`src/rtl/id_operand_hazard_unit_pkg.sv`:
```
`default_nettype none
// +-------------------------------------------------------------------+
// | id_operand_hazard_unit_pkg: shared field widths and defaults      |
// | Rev 1.0                                                           |
// +-------------------------------------------------------------------+
package id_operand_hazard_unit_pkg;
  localparam int         REG_ADDR_W      = 5;
  localparam int         INST_W          = 32;
  localparam logic [4:0] REG_ZERO        = 5'd0;
  localparam int         MDU_LAT_DEFAULT = 33;
endpackage
`default_nettype wire

```
`src/rtl/id_operand_hazard_unit_fwd_select.sv`:
```
`default_nettype none
// +-------------------------------------------------------------------+
// | id_operand_hazard_unit_fwd_select: youngest-first forwarding mux  |
// | Rev 1.0                                                           |
// +-------------------------------------------------------------------+
module id_operand_hazard_unit_fwd_select
  import id_operand_hazard_unit_pkg::*;
#(
  parameter int NUM_FWD = 3,
  parameter int DATA_W  = 32
) (
  input  logic [REG_ADDR_W-1:0]         src_addr,
  input  logic                          uses_src,
  input  logic [NUM_FWD-1:0]            fwd_we,
  input  logic [NUM_FWD-1:0]            fwd_dvalid,
  input  logic [REG_ADDR_W*NUM_FWD-1:0] fwd_waddr,
  input  logic [DATA_W*NUM_FWD-1:0]     fwd_wdata,
  input  logic [DATA_W-1:0]             rf_rdata,
  output logic [DATA_W-1:0]             data,
  output logic                          stall
);

  logic found;

  always_comb begin
    data  = rf_rdata;
    stall = 1'b0;
    found = 1'b0;
    for (int i = 0; i < NUM_FWD; i++) begin
      // Once the youngest match is taken, older producers are ignored entirely.
      if (!found && fwd_we[i] && (src_addr != REG_ZERO) &&
          (fwd_waddr[REG_ADDR_W*i +: REG_ADDR_W] == src_addr)) begin
        found = 1'b1;
        if (fwd_dvalid[i]) begin
          data = fwd_wdata[DATA_W*i +: DATA_W];
        end else begin
          stall = uses_src;
        end
      end
    end
    if (src_addr == REG_ZERO) begin
      data = '0;
    end
  end

endmodule
`default_nettype wire

```
`src/rtl/id_operand_hazard_unit.sv`:
```
`default_nettype none
// +-------------------------------------------------------------------+
// | id_operand_hazard_unit: ID instruction hold, operand forwarding,  |
// | data and HI/LO stall generation.  Rev 1.0                         |
// +-------------------------------------------------------------------+
module id_operand_hazard_unit
  import id_operand_hazard_unit_pkg::*;
#(
  parameter int NUM_FWD = 3,
  parameter int DATA_W  = 32,
  parameter int MDU_LAT = MDU_LAT_DEFAULT,
  parameter int CNT_W   = 6
) (
  input  logic                          clk,
  input  logic                          rst,
  input  logic                          stall_id,
  input  logic                          flush,
  input  logic                          id_valid,
  input  logic [INST_W-1:0]             inst_sram_rdata,
  input  logic [NUM_FWD-1:0]            fwd_we,
  input  logic [NUM_FWD-1:0]            fwd_dvalid,
  input  logic [REG_ADDR_W*NUM_FWD-1:0] fwd_waddr,
  input  logic [DATA_W*NUM_FWD-1:0]     fwd_wdata,
  input  logic [DATA_W-1:0]             rf_rdata1,
  input  logic [DATA_W-1:0]             rf_rdata2,
  input  logic                          uses_rs,
  input  logic                          uses_rt,
  input  logic                          uses_hilo,
  input  logic                          mdu_issue,
  output logic [INST_W-1:0]             inst,
  output logic [REG_ADDR_W-1:0]         raddr1,
  output logic [REG_ADDR_W-1:0]         raddr2,
  output logic [DATA_W-1:0]             rs_data,
  output logic [DATA_W-1:0]             rt_data,
  output logic                          stallreq,
  output logic                          stall_data,
  output logic                          stall_hilo,
  output logic                          mdu_busy
);

  logic [INST_W-1:0] hold_inst_q, hold_inst_d;
  logic              hold_vld_q,  hold_vld_d;
  logic [CNT_W-1:0]  cnt_q,       cnt_d;
  logic              stall_rs,    stall_rt;

  always_comb begin
    hold_inst_d = hold_inst_q;
    hold_vld_d  = hold_vld_q;
    if (flush) begin
      hold_vld_d = 1'b0;
    end else if (stall_id && !hold_vld_q) begin
      hold_inst_d = inst_sram_rdata;
      hold_vld_d  = 1'b1;
    end else if (!stall_id) begin
      hold_vld_d = 1'b0;
    end
  end

  always_comb begin
    cnt_d = cnt_q;
    if (mdu_issue) begin
      cnt_d = CNT_W'(MDU_LAT);
    end else if (cnt_q != '0) begin
      cnt_d = cnt_q - CNT_W'(1);
    end
  end

  always_ff @(posedge clk or negedge rst) begin
    if (!rst) begin
      hold_inst_q <= '0;
      hold_vld_q  <= 1'b0;
      cnt_q       <= '0;
    end else begin
      hold_inst_q <= hold_inst_d;
      hold_vld_q  <= hold_vld_d;
      cnt_q       <= cnt_d;
    end
  end

  always_comb begin
    inst = '0;
    if (id_valid) begin
      inst = hold_vld_q ? hold_inst_q : inst_sram_rdata;
    end
  end

  assign raddr1 = inst[25:21];
  assign raddr2 = inst[20:16];

  id_operand_hazard_unit_fwd_select #(
    .NUM_FWD (NUM_FWD),
    .DATA_W  (DATA_W)
  ) u_fwd_rs (
    .src_addr   (raddr1),
    .uses_src   (uses_rs),
    .fwd_we     (fwd_we),
    .fwd_dvalid (fwd_dvalid),
    .fwd_waddr  (fwd_waddr),
    .fwd_wdata  (fwd_wdata),
    .rf_rdata   (rf_rdata1),
    .data       (rs_data),
    .stall      (stall_rs)
  );

  id_operand_hazard_unit_fwd_select #(
    .NUM_FWD (NUM_FWD),
    .DATA_W  (DATA_W)
  ) u_fwd_rt (
    .src_addr   (raddr2),
    .uses_src   (uses_rt),
    .fwd_we     (fwd_we),
    .fwd_dvalid (fwd_dvalid),
    .fwd_waddr  (fwd_waddr),
    .fwd_wdata  (fwd_wdata),
    .rf_rdata   (rf_rdata2),
    .data       (rt_data),
    .stall      (stall_rt)
  );

  assign mdu_busy   = (cnt_q != '0);
  assign stall_hilo = uses_hilo & mdu_busy;
  assign stall_data = stall_rs | stall_rt;
  assign stallreq   = stall_data | stall_hilo;

endmodule
`default_nettype wire

```
`config.mk`:
```
export PLATFORM = sky130hd
export DESIGN_NAME = id_operand_hazard_unit
export DESIGN_NICKNAME = d
export VERILOG_FILES = /design/src/rtl/id_operand_hazard_unit_pkg.sv /design/src/rtl/id_operand_hazard_unit_fwd_select.sv /design/src/rtl/id_operand_hazard_unit.sv
export SDC_FILE = /design/constraint.sdc
export NUM_CORES = 1
export LEC_CHECK = 0
export ABC_AREA = 1
export CORE_MARGIN = 2
export CORE_UTILIZATION = 46
export CTS_CLUSTER_DIAMETER = 50
export DETAILED_ROUTE_END_ITERATION = 12
export GPL_TIMING_DRIVEN = 0
export HOLD_SLACK_MARGIN = 0.1
export PLACE_DENSITY = 0.95
export SYNTH_ARGS = -nofsm -noshare
export SYNTH_HDL_FRONTEND = slang
export SYNTH_SLANG_ARGS = --single-unit
```
`constraint.sdc`:
```
create_clock -name clk -period 3.5 [get_ports clk]
set_input_delay 0.525 -clock clk [delete_from_list [all_inputs] [get_ports clk]]
set_output_delay 0.525 -clock clk [all_outputs]
set_load 0.01 [all_outputs]
```
# After elaboration in Yosys (flattened, before gate mapping)
# Cells that the tools add are included.
# op_classes
n_addsub,1
multipliers,0
div_mod_pow,0
magnitude_cmp,0
eq_ne,7
n_shift,0
muxes,37
bitwise_logic,4
n_reduce_logical,29
# ops
op,count
32-bit 2-to-1 mux,16
5-bit equality test,6
1-bit 2-to-1 mux,19
1-bit logical AND,17
6-bit 2-to-1 mux,2
5-bit logical NOT,2
5-bit nonzero test,2
6-bit nonzero test,1
6-bit by 1-bit subtractor with 6-bit output (second input constant),1
1-bit logical NOT,5
3-bit by 1-bit inequality test with 1-bit output (second input constant),1
1-bit OR,2
2-bit AND reduction,1
2-bit nonzero test,1
1-bit bitwise AND,1
1-bit NOT,1
# word_totals
ff_bits,39
latch_bits,0
ram_bits,0
romBits,0
input_bits,222
out_inout_bits,110
wordCells,81
mem_count,0

# Depth between registers and ports, before layout
# logic_depth
depth_word,18
depth_mapped,17
depth_no_buf,15

# By module
# Synthesis repeated with hierarchy kept, for this count alone.
# hier_totals
cells_unflattened,1309
area_unflattened_um2,7367.1
# by_module_without_submodules
mod,n_inst,cells_each,area_each_um2
id_operand_hazard_unit_fwd_select,2,519,2539.9
id_operand_hazard_unit,1,271,2287.2

# Worst setup path before layout
# No wires, ideal clock.
# synth_timing
path_kind,input to output
from,input id_valid
to,output rs_data[10]
arrival_time_ns,2.065
t_required_ns,2.975
path_slack_ns,0.910
stages,14
n_path_buf,4
path_cell_list,buf_4 > buf_6 > buf_4 > nand4_1 > nand2_1 > nand2_1 > nor2_1 > nand3_1 > inv_2 > buf_2 > nand3_1 > nand2_1 > nor2_1 > nor2_1
# synth_via
elab_chain_cells,16
word_cells_on_any_way,24
cone_classes,3 x eq/ne; 9 x mux; 12 x reduce/logical
# synth_lines
element,line_no,text
"start, declared",id_operand_hazard_unit.sv:18,"input logic id_valid,"
32-bit 2-to-1 mux (*),id_operand_hazard_unit.sv:82,if (id_valid) begin
5-bit nonzero test,id_operand_hazard_unit_fwd_select.sv:31,if (!found && fwd_we[i] && (src_addr != REG_ZERO) &&
1-bit logical AND (2 in a row),id_operand_hazard_unit_fwd_select.sv:31,
1-bit 2-to-1 mux,id_operand_hazard_unit_fwd_select.sv:31,
1-bit logical NOT,id_operand_hazard_unit_fwd_select.sv:31,
1-bit logical AND (3 in a row),id_operand_hazard_unit_fwd_select.sv:31,
1-bit 2-to-1 mux,id_operand_hazard_unit_fwd_select.sv:31,
1-bit logical NOT,id_operand_hazard_unit_fwd_select.sv:31,
1-bit logical AND (3 in a row),id_operand_hazard_unit_fwd_select.sv:31,
32-bit 2-to-1 mux,id_operand_hazard_unit_fwd_select.sv:31,
32-bit 2-to-1 mux (*),id_operand_hazard_unit_fwd_select.sv:41,if (src_addr == REG_ZERO) begin
"end, declared",id_operand_hazard_unit.sv:33,"output logic [DATA_W-1:0] rs_data,"
# Every way passes the cells marked *; elsewhere a longest branch is shown, timed or not.

# Worst setup path in the final report
# layout_timing
from,input inst_sram_rdata[23]
to,output rs_data[18]
# layout_via
elab_chain_cells,17
word_cells_on_any_way,25
cone_classes,3 x eq/ne; 10 x mux; 12 x reduce/logical
# layout_lines
element,line_no,text
"start, declared",id_operand_hazard_unit.sv:19,"input logic [INST_W-1:0] inst_sram_rdata,"
32-bit 2-to-1 mux (*),id_operand_hazard_unit.sv:83,inst = hold_vld_q ? hold_inst_q : inst_sram_rdata;
32-bit 2-to-1 mux (*),id_operand_hazard_unit.sv:82,
5-bit nonzero test,id_operand_hazard_unit_fwd_select.sv:31,
1-bit logical AND (2 in a row),id_operand_hazard_unit_fwd_select.sv:31,
1-bit 2-to-1 mux,id_operand_hazard_unit_fwd_select.sv:31,
1-bit logical NOT,id_operand_hazard_unit_fwd_select.sv:31,
1-bit logical AND (3 in a row),id_operand_hazard_unit_fwd_select.sv:31,
1-bit 2-to-1 mux,id_operand_hazard_unit_fwd_select.sv:31,
1-bit logical NOT,id_operand_hazard_unit_fwd_select.sv:31,
1-bit logical AND (3 in a row),id_operand_hazard_unit_fwd_select.sv:31,
32-bit 2-to-1 mux,id_operand_hazard_unit_fwd_select.sv:31,
32-bit 2-to-1 mux (*),id_operand_hazard_unit_fwd_select.sv:41,
# Marked as above.

==> results.py <==
metrics = {
    "run_status": {
        "status": "completed",
    },
    "die": {
        "die_x_um": 128,
        "rows": 45,
        "core_area_um2": 15100,
        "ioPinCount": 332,
        "die-area_um2": 16400,
        "die_h_um": 128,
        "initial_core_util": 0.468,
    },
    "logic_synthesis": {
        "ys_top_cells_by_count": "449 x nand2_1, 228 x nor2_1, 161 x inv_1, 137 x o21ai_0, 130 x nand3_1",
        "yosysWarnings": 0,
        "syn-mean-instance-area_um2": 5.01,
        "ys.flop_type": "dfrtp_1",
        "syn_inst": 1411,
        "syn_nets": 1634,
        "synth_seq_cells": 39,
        "yosysMostFrequentCell": "nand2_1",
        "synth-edff-count": 0,
        "yosys.area.top_type_share": 0.239,
        "synthTopCellsByArea": "nand2_1 24%, dfrtp_1 14%, nor2_1 12%",
        "yosys.area.top_type": "nand2_1",
        "ys_seq_area_frac": 0.138,
        "async_flop_share": 1.00,
        "synth_area_um2": 7070,
        "yosysUniqueCellTypes": 27,
    },
    "sta": {
        "fin_crit_ps": 3400,
        "tns_ps": 0,
        "fmax_mhz": 294,
        "finalHoldViolations": 0,
        "clock-skew-final_ps": 4.15,
        "setup_slack_ps": 98.5,
        "maxSlewViolCount": 0,
        "fin_crit_sh": 0.972,
        "worst_slew_pin_slew_ps": 841,
        "rsz0062_at_grt": "yes",
        "whs_ps": 347,
        "setup_viol": 0,
        "relSlewSlack": 0.439,
    },
    "finish": {
        "areaGrowthSynthToFinish_pct": 55.7,
        "fin_nets": 1991,
        "final_area_um2": 11000,
        "seq_area_um2": 976,
        "drive_gt1_frac": 0.131,
        "final_util": 0.729,
        "multi_input_area_um2": 5100,
        "final_cell_count_no_fill": 1958,
        "fillers": 1339,
    },
    "pwr": {
        "p_sw_frac": 0.404,
        "clockPowerShare": 0.185,
        "net-switching-power_mw": 0.951,
        "seq_power_share": 0.238,
        "pwr-share-comb": 0.577,
        "power_mw": 2.35,
        "powerDensity_nw_per_um2": 214,
        "peakVddDrop_v": 0.000348,
        "power_leakage_nw": 6.06,
        "p_int_mw": 1.40,
    },
    "drt": {
        "vias": 10800,
        "dr.pass1.iters": 7,
        "ant_nets": 0,
        "wl_mm": 34.5,
        "drc": 0,
        "wl_per_cell_um": 17.6,
        "viasPerCell": 5.51,
        "drtIter0Drc": 1067,
    },
    "worst_hold_path": {
        "hp-class": "in2async",
    },
    "setup_path": {
        "worstPathCellList": "clkdlybuf4s50_1 > inv_1 > nand2_2 > nand3_4 > inv_2 > nand2_1 > nand2_1 > nand2_1 > nor2_4 > nand2_4 > buf_4 > buf_4 > nand2_1 > nand2_1 > nor2_1 > nor2_1 > nor2_1 > clkdlybuf4s15_1",
        "crit_slowest_cell": "clkdlybuf4s50_1",
        "cp_max_fo": 10,
        "setup.worst_path.end_class": "output pin",
        "crit_type": "in2out",
        "worst_path_largest_cell_delay_ps": 450,
        "crit_buf_inv": 6,
        "worst_setup_path_start_kind": "input port",
        "reg2reg_depth": 6,
        "arrival_ps": 2880,
        "critical_path_required_ps": 2970,
        "crit_top_cell": "nand2_1",
        "path_depth": 18,
        "critical-path-top-delay-family": "buffers and inverters",
    },
    "placed_design": {
        "routabilityCongestion": 0.982,
        "hpwl_mm": 27.4,
        "port_buffers": 329,
        "preCtsSetupSlack_ps": -695,
        "placed_cells": 1928,
        "place_area_um2": 10600,
    },
    "cts": {
        "clock-sinks": 39,
        "cts_tree": "done",
        "htree_num_levels": 2,
        "cts-root-buf": "clkbuf_16",
        "max-clock-path-buffers": 2,
        "numCtsBuffers": 5,
        "clk_pin_slew_ps": 50,
        "clk_latency_ps": 280,
        "ctsHoldBuffers": 0,
    },
    "global_route": {
        "grt_max_degree": 40,
        "grt_pass1_wl_mm": 52.8,
        "grt_pass1_vias": 10200,
        "antenna_found_initial": 1,
        "track_usage": 0.405,
        "grt-ovfl-total": 0,
    },
    "flow_run": {
        "max-cap-violations": 0,
    },
}
power groups by stage:
stage,Clock [mW],Combinational (mW),Sequential (mW)
floorplan,0,0.629,0.552
global placement,0,1.32,0.559
detailed placement,0,1.33,0.563
CTS,0.431,1.33,0.558
global route,0.452,1.47,0.567
finish,0.435,1.36,0.560
placed cells by master (no fill, tap or decap), types with 19 or more instances in the layout:
master / instances
o21ai_0: 137
nand2_1: 443
buf_4: 53
nor2_1: 211
dfrtp_1: 39
a21oi_1: 41
or2_2: 32
clkdlybuf4s50_1: 259
nand4_1: 44
clkbuf_2: 38
dlygate4sd2_1: 19
nand3_1: 127
inv_1: 159
clkbuf_1: 36
registers in the layout, indices dropped and copies added, names as in the netlist:
register / count
hold_inst_q: 32
cnt_q: 6
hold_vld_q: 1
cell type report:
cell class	count	area share
sequential	39	0.0887
antenna	1	0.000227
timing repair buffer	351	0.298
inverter	172	0.0591
multi-input combinational	1100	0.463
clock inverter	1	0.000455
clock buffer	7	0.0121
tap	188	0.0214
buffer	99	0.0567
logic make-up (layout without fill, tap and decap cells):
| family | count (synthesis) | count (layout) | synth area share |
|---|---|---|---|
| and+or+nand+nor | 916 | 916 | 0.560 |
| AOI/OAI and AO/OA | 181 | 181 | 0.129 |
| adders and majority gates | 1 | 1 | 0.00177 |
| other | 0 | 1 | 0 |
| buffers and inverters | 272 | 630 | 0.168 |
| muxes | 2 | 2 | 0.00319 |
| DFF | 39 | 39 | 0.138 |
routing by layer:
layer | GRT usage | routed length (um) | share of wire | vias to the layer above
met5 | 0 | 0 | 0 | -
met4 | 0.220 | 2190 | 0.063 | 0
met1 | 0.492 | 13300 | 0.39 | 4850
met2 | 0.682 | 15700 | 0.46 | 660
met3 | 0.0689 | 3240 | 0.094 | 147
li1 | - | - | - | 5128
timing repair:
action | 4_1_cts | 5_1_grt
endpoints found under the setup margin | 66 | 55
setup buffers | 16 | 6
pin swaps | 11 | 13
gates resized for setup | 126 | 110
path summary, 6_finish.rpt:
check,startpoint,to,slack [ps]
max in group asynchronous,rst,cnt_q[2],2620
worst max-delay path,inst_sram_rdata[23],rs_data[18],100
worst max register to register,hold_vld_q,hold_inst_q[22],1450
min in group clk,hold_inst_q[25],hold_inst_q[25],480
worst min-delay path,rst,hold_inst_q[7],350
worst min register to register,hold_inst_q[25],hold_inst_q[25],480
worst reg2reg max path, delay by kind of cell (launching register included):
family	cells	cell delay, ps
flip-flops	1	420
multiplexers	1	400
buffers and inverters	4	900
AND/OR/NAND/NOR	1	230
No activity file was read; power rests on OpenSTA's default activity.
